--- src/rtl/cdb_arbiter_pkg.sv ---
// Shared widths, tag encoding and source indices for the common data bus arbiter.
package cdb_arbiter_pkg;

   localparam int dataWidth = 32;
   localparam int tagWidth  = 6;
   localparam int numSrc    = 3;

   localparam logic [tagWidth-1:0] tagFree = '1;

   localparam logic [1:0] SRC_ALU = 2'd0;
   localparam logic [1:0] SRC_LSU = 2'd1;
   localparam logic [1:0] SRC_BRU = 2'd2;

   typedef struct packed {
      logic [tagWidth-1:0]  tag;
      logic [dataWidth-1:0] data;
   } cdb_entry_t;

   // Round-robin successor over the three sources.
   function automatic logic [1:0] rr_next(input logic [1:0] idx);
      return (idx == SRC_BRU) ? SRC_ALU : idx + 2'd1;
   endfunction

endpackage

--- src/rtl/cdb_fifo2.sv ---
// Two-entry result queue in front of the CDB; push/pop arrive already qualified by the arbiter.
module cdb_fifo2
   import cdb_arbiter_pkg::*;
(
   input  logic       clk,
   input  logic       rst,
   input  logic       flush,
   input  logic       push,
   input  logic       pop,
   input  cdb_entry_t wr_entry,
   output cdb_entry_t head,
   output logic       full,
   output logic       empty
);

   cdb_entry_t mem [2];
   logic       wr_ptr;
   logic       rd_ptr;
   logic [1:0] count;

   // Pointers toggle to wrap modulo 2; a simultaneous push and pop leaves occupancy alone.
   always_ff @(posedge clk or posedge rst) begin
      if (rst) begin
         wr_ptr <= 1'b0;
         rd_ptr <= 1'b0;
         count  <= 2'd0;
      end else if (flush) begin
         wr_ptr <= 1'b0;
         rd_ptr <= 1'b0;
         count  <= 2'd0;
      end else begin
         if (push) wr_ptr <= ~wr_ptr;
         if (pop)  rd_ptr <= ~rd_ptr;
         if (push && !pop)
            count <= count + 2'd1;
         else if (pop && !push)
            count <= count - 2'd1;
      end
   end

   always_ff @(posedge clk) begin
      if (push && !flush)
         mem[wr_ptr] <= wr_entry;
   end

   assign head  = mem[rd_ptr];
   assign full  = (count == 2'd2);
   assign empty = (count == 2'd0);

endmodule

--- src/rtl/cdb_arbiter.sv ---
// Round-robin arbiter of ALU/LSU/BRU results onto the common data bus.
// Define CDB_OUT_REG_EN to register the cdb_* outputs (one extra cycle of latency).
module cdb_arbiter
   import cdb_arbiter_pkg::*;
(
   input  logic                 clk,
   input  logic                 rst,
   input  logic                 rdy,
   input  logic                 flush,
   input  logic                 alu_valid,
   input  logic                 lsu_valid,
   input  logic                 bru_valid,
   input  logic [tagWidth-1:0]  alu_tag,
   input  logic [tagWidth-1:0]  lsu_tag,
   input  logic [tagWidth-1:0]  bru_tag,
   input  logic [dataWidth-1:0] alu_data,
   input  logic [dataWidth-1:0] lsu_data,
   input  logic [dataWidth-1:0] bru_data,
   output logic                 alu_ready,
   output logic                 lsu_ready,
   output logic                 bru_ready,
   output logic                 cdb_valid,
   output logic [tagWidth-1:0]  cdb_tag,
   output logic [dataWidth-1:0] cdb_data,
   output logic [1:0]           cdb_src
);

   logic [2:0] in_valid;
   logic [2:0] ready;
   logic [2:0] push;
   logic [2:0] store;
   logic [2:0] pop;
   logic [2:0] full;
   logic [2:0] empty;
   cdb_entry_t in_entry [3];
   cdb_entry_t head [3];
   logic [1:0] ptr;
   logic [1:0] scan_idx;
   logic [1:0] grant_idx;
   logic       grant_valid;
   logic       advance;
   logic       do_flush;

   assign in_valid          = {bru_valid, lsu_valid, alu_valid};
   assign in_entry[SRC_ALU] = {alu_tag, alu_data};
   assign in_entry[SRC_LSU] = {lsu_tag, lsu_data};
   assign in_entry[SRC_BRU] = {bru_tag, bru_data};

   assign advance  = rdy && !flush;
   assign do_flush = rdy && flush;
   assign ready    = ~full;
   assign push     = in_valid & ready & {3{advance}};

   assign alu_ready = ready[SRC_ALU];
   assign lsu_ready = ready[SRC_LSU];
   assign bru_ready = ready[SRC_BRU];

   // A tagFree result still completes its handshake but is never queued.
   for (genvar i = 0; i < numSrc; i++) begin : g_fifo
      assign store[i] = push[i] && (in_entry[i].tag != tagFree);
      assign pop[i]   = advance && grant_valid && (grant_idx == 2'(i));

      cdb_fifo2 u_fifo (
         .clk      (clk),
         .rst      (rst),
         .flush    (do_flush),
         .push     (store[i]),
         .pop      (pop[i]),
         .wr_entry (in_entry[i]),
         .head     (head[i]),
         .full     (full[i]),
         .empty    (empty[i])
      );
   end

   // Scan the heads starting at ptr; the first non-empty one wins.
   always_comb begin
      grant_valid = 1'b0;
      grant_idx   = SRC_ALU;
      scan_idx    = ptr;
      for (int k = 0; k < numSrc; k++) begin
         if (!grant_valid && !empty[scan_idx]) begin
            grant_valid = 1'b1;
            grant_idx   = scan_idx;
         end
         scan_idx = rr_next(scan_idx);
      end
   end

   always_ff @(posedge clk or posedge rst) begin
      if (rst)
         ptr <= SRC_ALU;
      else if (do_flush)
         ptr <= SRC_ALU;
      else if (advance && grant_valid)
         ptr <= rr_next(grant_idx);
   end

`ifdef CDB_OUT_REG_EN
   // Registered broadcast: captures the head popped this cycle, holds while rdy is low.
   always_ff @(posedge clk or posedge rst) begin
      if (rst || do_flush) begin
         cdb_valid <= 1'b0;
         cdb_tag   <= tagFree;
         cdb_data  <= '0;
         cdb_src   <= SRC_ALU;
      end else if (advance) begin
         cdb_valid <= grant_valid;
         cdb_tag   <= grant_valid ? head[grant_idx].tag  : tagFree;
         cdb_data  <= grant_valid ? head[grant_idx].data : '0;
         cdb_src   <= grant_valid ? grant_idx : SRC_ALU;
      end
   end
`else
   always_comb begin
      cdb_valid = 1'b0;
      cdb_tag   = tagFree;
      cdb_data  = '0;
      cdb_src   = SRC_ALU;
      if (!rst && grant_valid) begin
         cdb_valid = 1'b1;
         cdb_tag   = head[grant_idx].tag;
         cdb_data  = head[grant_idx].data;
         cdb_src   = grant_idx;
      end
   end
`endif

endmodule

--- config.mk ---
export PLATFORM = sky130hd
export DESIGN_NAME = cdb_arbiter
export DESIGN_NICKNAME = d
export VERILOG_FILES = /design/src/rtl/cdb_arbiter_pkg.sv /design/src/rtl/cdb_fifo2.sv /design/src/rtl/cdb_arbiter.sv
export SDC_FILE = /design/constraint.sdc
export NUM_CORES = 1
export LEC_CHECK = 0
export CORE_MARGIN = 2
export CORE_UTILIZATION = 40
export CTS_CLUSTER_SIZE = 30
export DETAILED_ROUTE_END_ITERATION = 12
export PLACE_DENSITY = 0.61
export SKIP_CTS_REPAIR_TIMING = 1
export SLEW_MARGIN = 30
export SYNTH_ARGS = -nofsm -noshare
export SYNTH_HDL_FRONTEND = slang
export SYNTH_HIERARCHICAL = 1
export SYNTH_SLANG_ARGS = --single-unit
--- constraint.sdc ---
create_clock -name clk -period 4.3 [get_ports clk]
set_clock_uncertainty 0.05 [all_clocks]
set_input_delay 0.645 -clock clk [delete_from_list [all_inputs] [get_ports clk]]
set_output_delay 0.645 -clock clk [all_outputs]
set_load 0.02 [all_outputs]
==> results.md, run 1 <==
* Period utilization at 94.3%
* First-pass GRT wire length at 34900 µm
* Total power divided by cell area at 623 nW/µm²
* I/O pin cnt at 165
* CTS H-tree depth at 1
* Yosys top cell by area: edfxtp_1
* Post-synthesis mux area share at 16.5%
* Async SR Flop Fraction at 5.79%
* Skew-Pair Late Insertion Delay at 520 ps
* Clock buffer depth at 3
* Dominant synthesized flop cell: edfxtp_1
* Drt pass-1 iters at 4
* Status: finished, final reports clean
* DRC at 0
* Cts bufs inserted at 27
* Slowest cell on the critical path: clkdlybuf4s50_1
* Critical path launch point type: register
* Critical Path Max Stage Delay at 620 ps
* Overflow after GRT at 0
* Post-synthesis sequential area ratio at 69.0%
* CP arrival at 3360 ps
* Initial DRC count at 307
* Max cap viols at 0
* Synth warn at 6
* Vias in the first global route at 6143
* Tightest Pin Transition at 896 ps
* DRT antenna net count at 0
* DP Worst Slack at 526 ps
* Leak at 4.52 nW
* Share of the synthesized area in the top cell type at 65.6%
* Buffers and inverters on the worst path at 2
* Total power draw at 0.00834 W
* Final hold vios at 0
* Synth Area in XOR/XNOR at 0.756%
* Core box area at 25800 µm²
* Period minus WS final at 4050 ps
* Syn Area/Cell at 18.2 µm²
* Mapped Area at 10400 µm²
* Synth Area in Adders at 0%
* All-layer global routing usage at 17.2%
* Req. time, crit path at 3610 ps
* Unrepaired setup endpoints after global routing: no
* Synth Area in Compound Gates at 5.91%
* Layout area overhead at 28.2%
* Die ar. at 27400 µm²
* Root Driver: clkbuf_16
* Cell family with most CP delay: simple AND/OR/NAND/NOR gates
* Setup_tns at 0 ps
* CP Class: register to output port
* Hold Path Class: input pin to asynchronous set/reset pin
* Rows at 59
* Final core utilization at 51.7%
* Worst-path cell chain: nor2_2 > nor2b_1 > a21oi_1 > nand3_2 > buf_12 > o2bb2ai_1 > clkdlybuf4s50_1
* Via-to-Cell Ratio at 5.04
* Initial Util at 40.4%
* Simple logic cell fraction of the synthesized area at 5.09%
* Chip Height at 165 µm
* Final setup fails at 0
* Die span in x at 165 µm
* Area contributors post-synth: edfxtp_1 (66%), mux2_2 (9.1%), mux2_4 (4.3%)
* Largest net degree at the start of global routing at 32
* Drt wl/cell at 21.2 µm
* Register bit total from synthesis at 242
* DP HPWL at 16200 µm
* Max IR drop VDD at 0.000352 V
* Clock net sink count at 242
* Largest family of logic cells by synthesized area: multiplexers
* Max Fclk at 247 MHz
* Max FO, Critical Path at 18
* Layout cells sized above 1 at 28.6%
* Detailed Route WL at 23800 µm
* Final nets at 886
* GP Congestion at 0.798
* Syn nets at 695
* Max Slew Vio Count at 0
* Netlist cell types at 38
* I/O Buffers at 164
* Synth Instances at 574
* Initial antenna violation count at 2
* Via count at 5644
* CTS tree: yes
* Slew margin rel. at 40.3%
* Post-synth EDFFs at 228
* Final WS setup at 246 ps
* Clock transition at path regs at 60 ps
* Critical Path End Type: output port
[worst reg2reg max path, stage by stage, from the launching register on]
cell and delay (ps):
dfrtp_1 430, nor2_2 360, nand2b_1 230, a32o_1 380
nor2b_1 480, nor3b_1 330, o21ai_1 110, nor3b_2 160
[Yosys cell counts (all sizes together) (7+ instances only)]
master / number
dfrtp: 14
nand4: 9
and2: 7
edfxtp: 228
nand2: 22
mux2i: 32
nor2b: 8
nor2: 20
nor3b: 9
mux2: 114
o2bb2ai: 33
buf: 25
inv: 9
[layer usage]
| metal | share of wire, % | vias to the layer above | track usage (%) |
|---|---|---|---|
| met5 | 0 | - | 0 |
| met4 | 1.3 | 0 | 4.86 |
| met2 | 52 | 165 | 30.4 |
| li1 | - | 2638 | - |
| met3 | 7.0 | 25 | 3.72 |
| met1 | 40 | 2816 | 21.3 |
[cell type report]
type                       instances  area [µm²]
antenna                            3        7.51
clock buffer                      34         702
clock inverter                    12         164
fill                            2115       12500
inverter                           9        33.8
multi-input combinational        298        2990
sequential                       242        7200
tap                              335         419
timing repair buffer             187        1850
[sequential cells by signal, summed over array words and instances, names as in the netlist]
| register | count |
|---|---|
| g_fifo.u_fifo/count | 6 |
| g_fifo.u_fifo/mem | 228 |
| g_fifo.u_fifo/wr_ptr | 3 |
| ptr | 2 |
| g_fifo.u_fifo/rd_ptr | 3 |
[cells in the final DEF, fill, tap and decap left out, drive strengths merged, types with 2 or more instances in the layout]
cell type / Yosys / final
edfxtp: 228 / 228
clkdlybuf4s50: 0 / 164
mux2: 114 / 114
clkbuf: 0 / 34
o2bb2ai: 33 / 33
mux2i: 32 / 32
buf: 25 / 23
nand2: 22 / 22
nor2: 20 / 20
dfrtp: 14 / 14
inv: 9 / 11
nand4: 9 / 9
nor3b: 9 / 9
nor2b: 8 / 8
and2: 7 / 7
xnor2: 6 / 6
nor3: 6 / 6
clkinv: 0 / 6
and3b: 6 / 6
o21ai: 5 / 5
bufinv: 0 / 4
diode: 0 / 3
nand2b: 3 / 3
nor4b: 3 / 3
xor2: 3 / 3
a21o: 2 / 2
nand3: 2 / 2
a211oi: 2 / 2
[power breakdown]
group          internal (W)  total, W  leakage, nW  switching [W]
combinational       0.00151   0.00318         1.86        0.00167
sequential          0.00273   0.00290         2.24       0.000170
clock               0.00139   0.00225        0.423       0.000863
total               0.00563   0.00834         4.52        0.00271
[kinds of logic (layout without fill, tap and decap cells)]
logic type                after synthesis  in the layout
and+or+nand+nor                        95             95
DFF                                   242            242
muxes                                 146            146
other                                   0              3
xor gates and xnor gates                9              9
buffers and inverters                  34            242
AOI/OAI and AO/OA                      48             48
[metrics by stage]
stage               cells  instance area, µm²  hold slack [ps]
floorplan             574               10400              357
global placement     1071               12500              546
detailed placement   1071               12500              562
CTS                  1117               13400              362
global route         1117               13400              396
finish               1120               13400              372
[worst paths after layout]
path / startpoint / to / slack [ps] / depth (start not counted)
min in group clk: g_fifo[0].u_fifo/count[0]$_DFFE_PP0P_ / g_fifo[0].u_fifo/count[0]$_DFFE_PP0P_ / 570 / 2
max in group asynchronous: rst / g_fifo[2].u_fifo/rd_ptr$_DFFE_PP0P_ / 3630 / 2
min: rst / g_fifo[1].u_fifo/wr_ptr$_DFFE_PP0P_ / 370 / 2
max reg2reg: g_fifo[1].u_fifo/count[0]$_DFFE_PP0P_ / g_fifo[0].u_fifo/count[1]$_DFFE_PP0P_ / 1620 / 7
min reg2reg: g_fifo[0].u_fifo/count[0]$_DFFE_PP0P_ / g_fifo[0].u_fifo/count[0]$_DFFE_PP0P_ / 570 / 2
max: g_fifo[2].u_fifo/count[0]$_DFFE_PP0P_ / cdb_data[31] / 250 / 7
No activity file was read; power rests on OpenSTA's default activity.
==> run 2: changes to the inputs <==
--- a/config.mk
+++ b/config.mk
@@ -10,7 +10,6 @@
 export CTS_CLUSTER_SIZE = 30
 export DETAILED_ROUTE_END_ITERATION = 12
 export PLACE_DENSITY = 0.61
-export SKIP_CTS_REPAIR_TIMING = 1
 export SLEW_MARGIN = 30
 export SYNTH_ARGS = -nofsm -noshare
 export SYNTH_HDL_FRONTEND = slang
==> results of run 2 <==
Same layout as run 1: the final DEF is identical, and so are final timing and power.
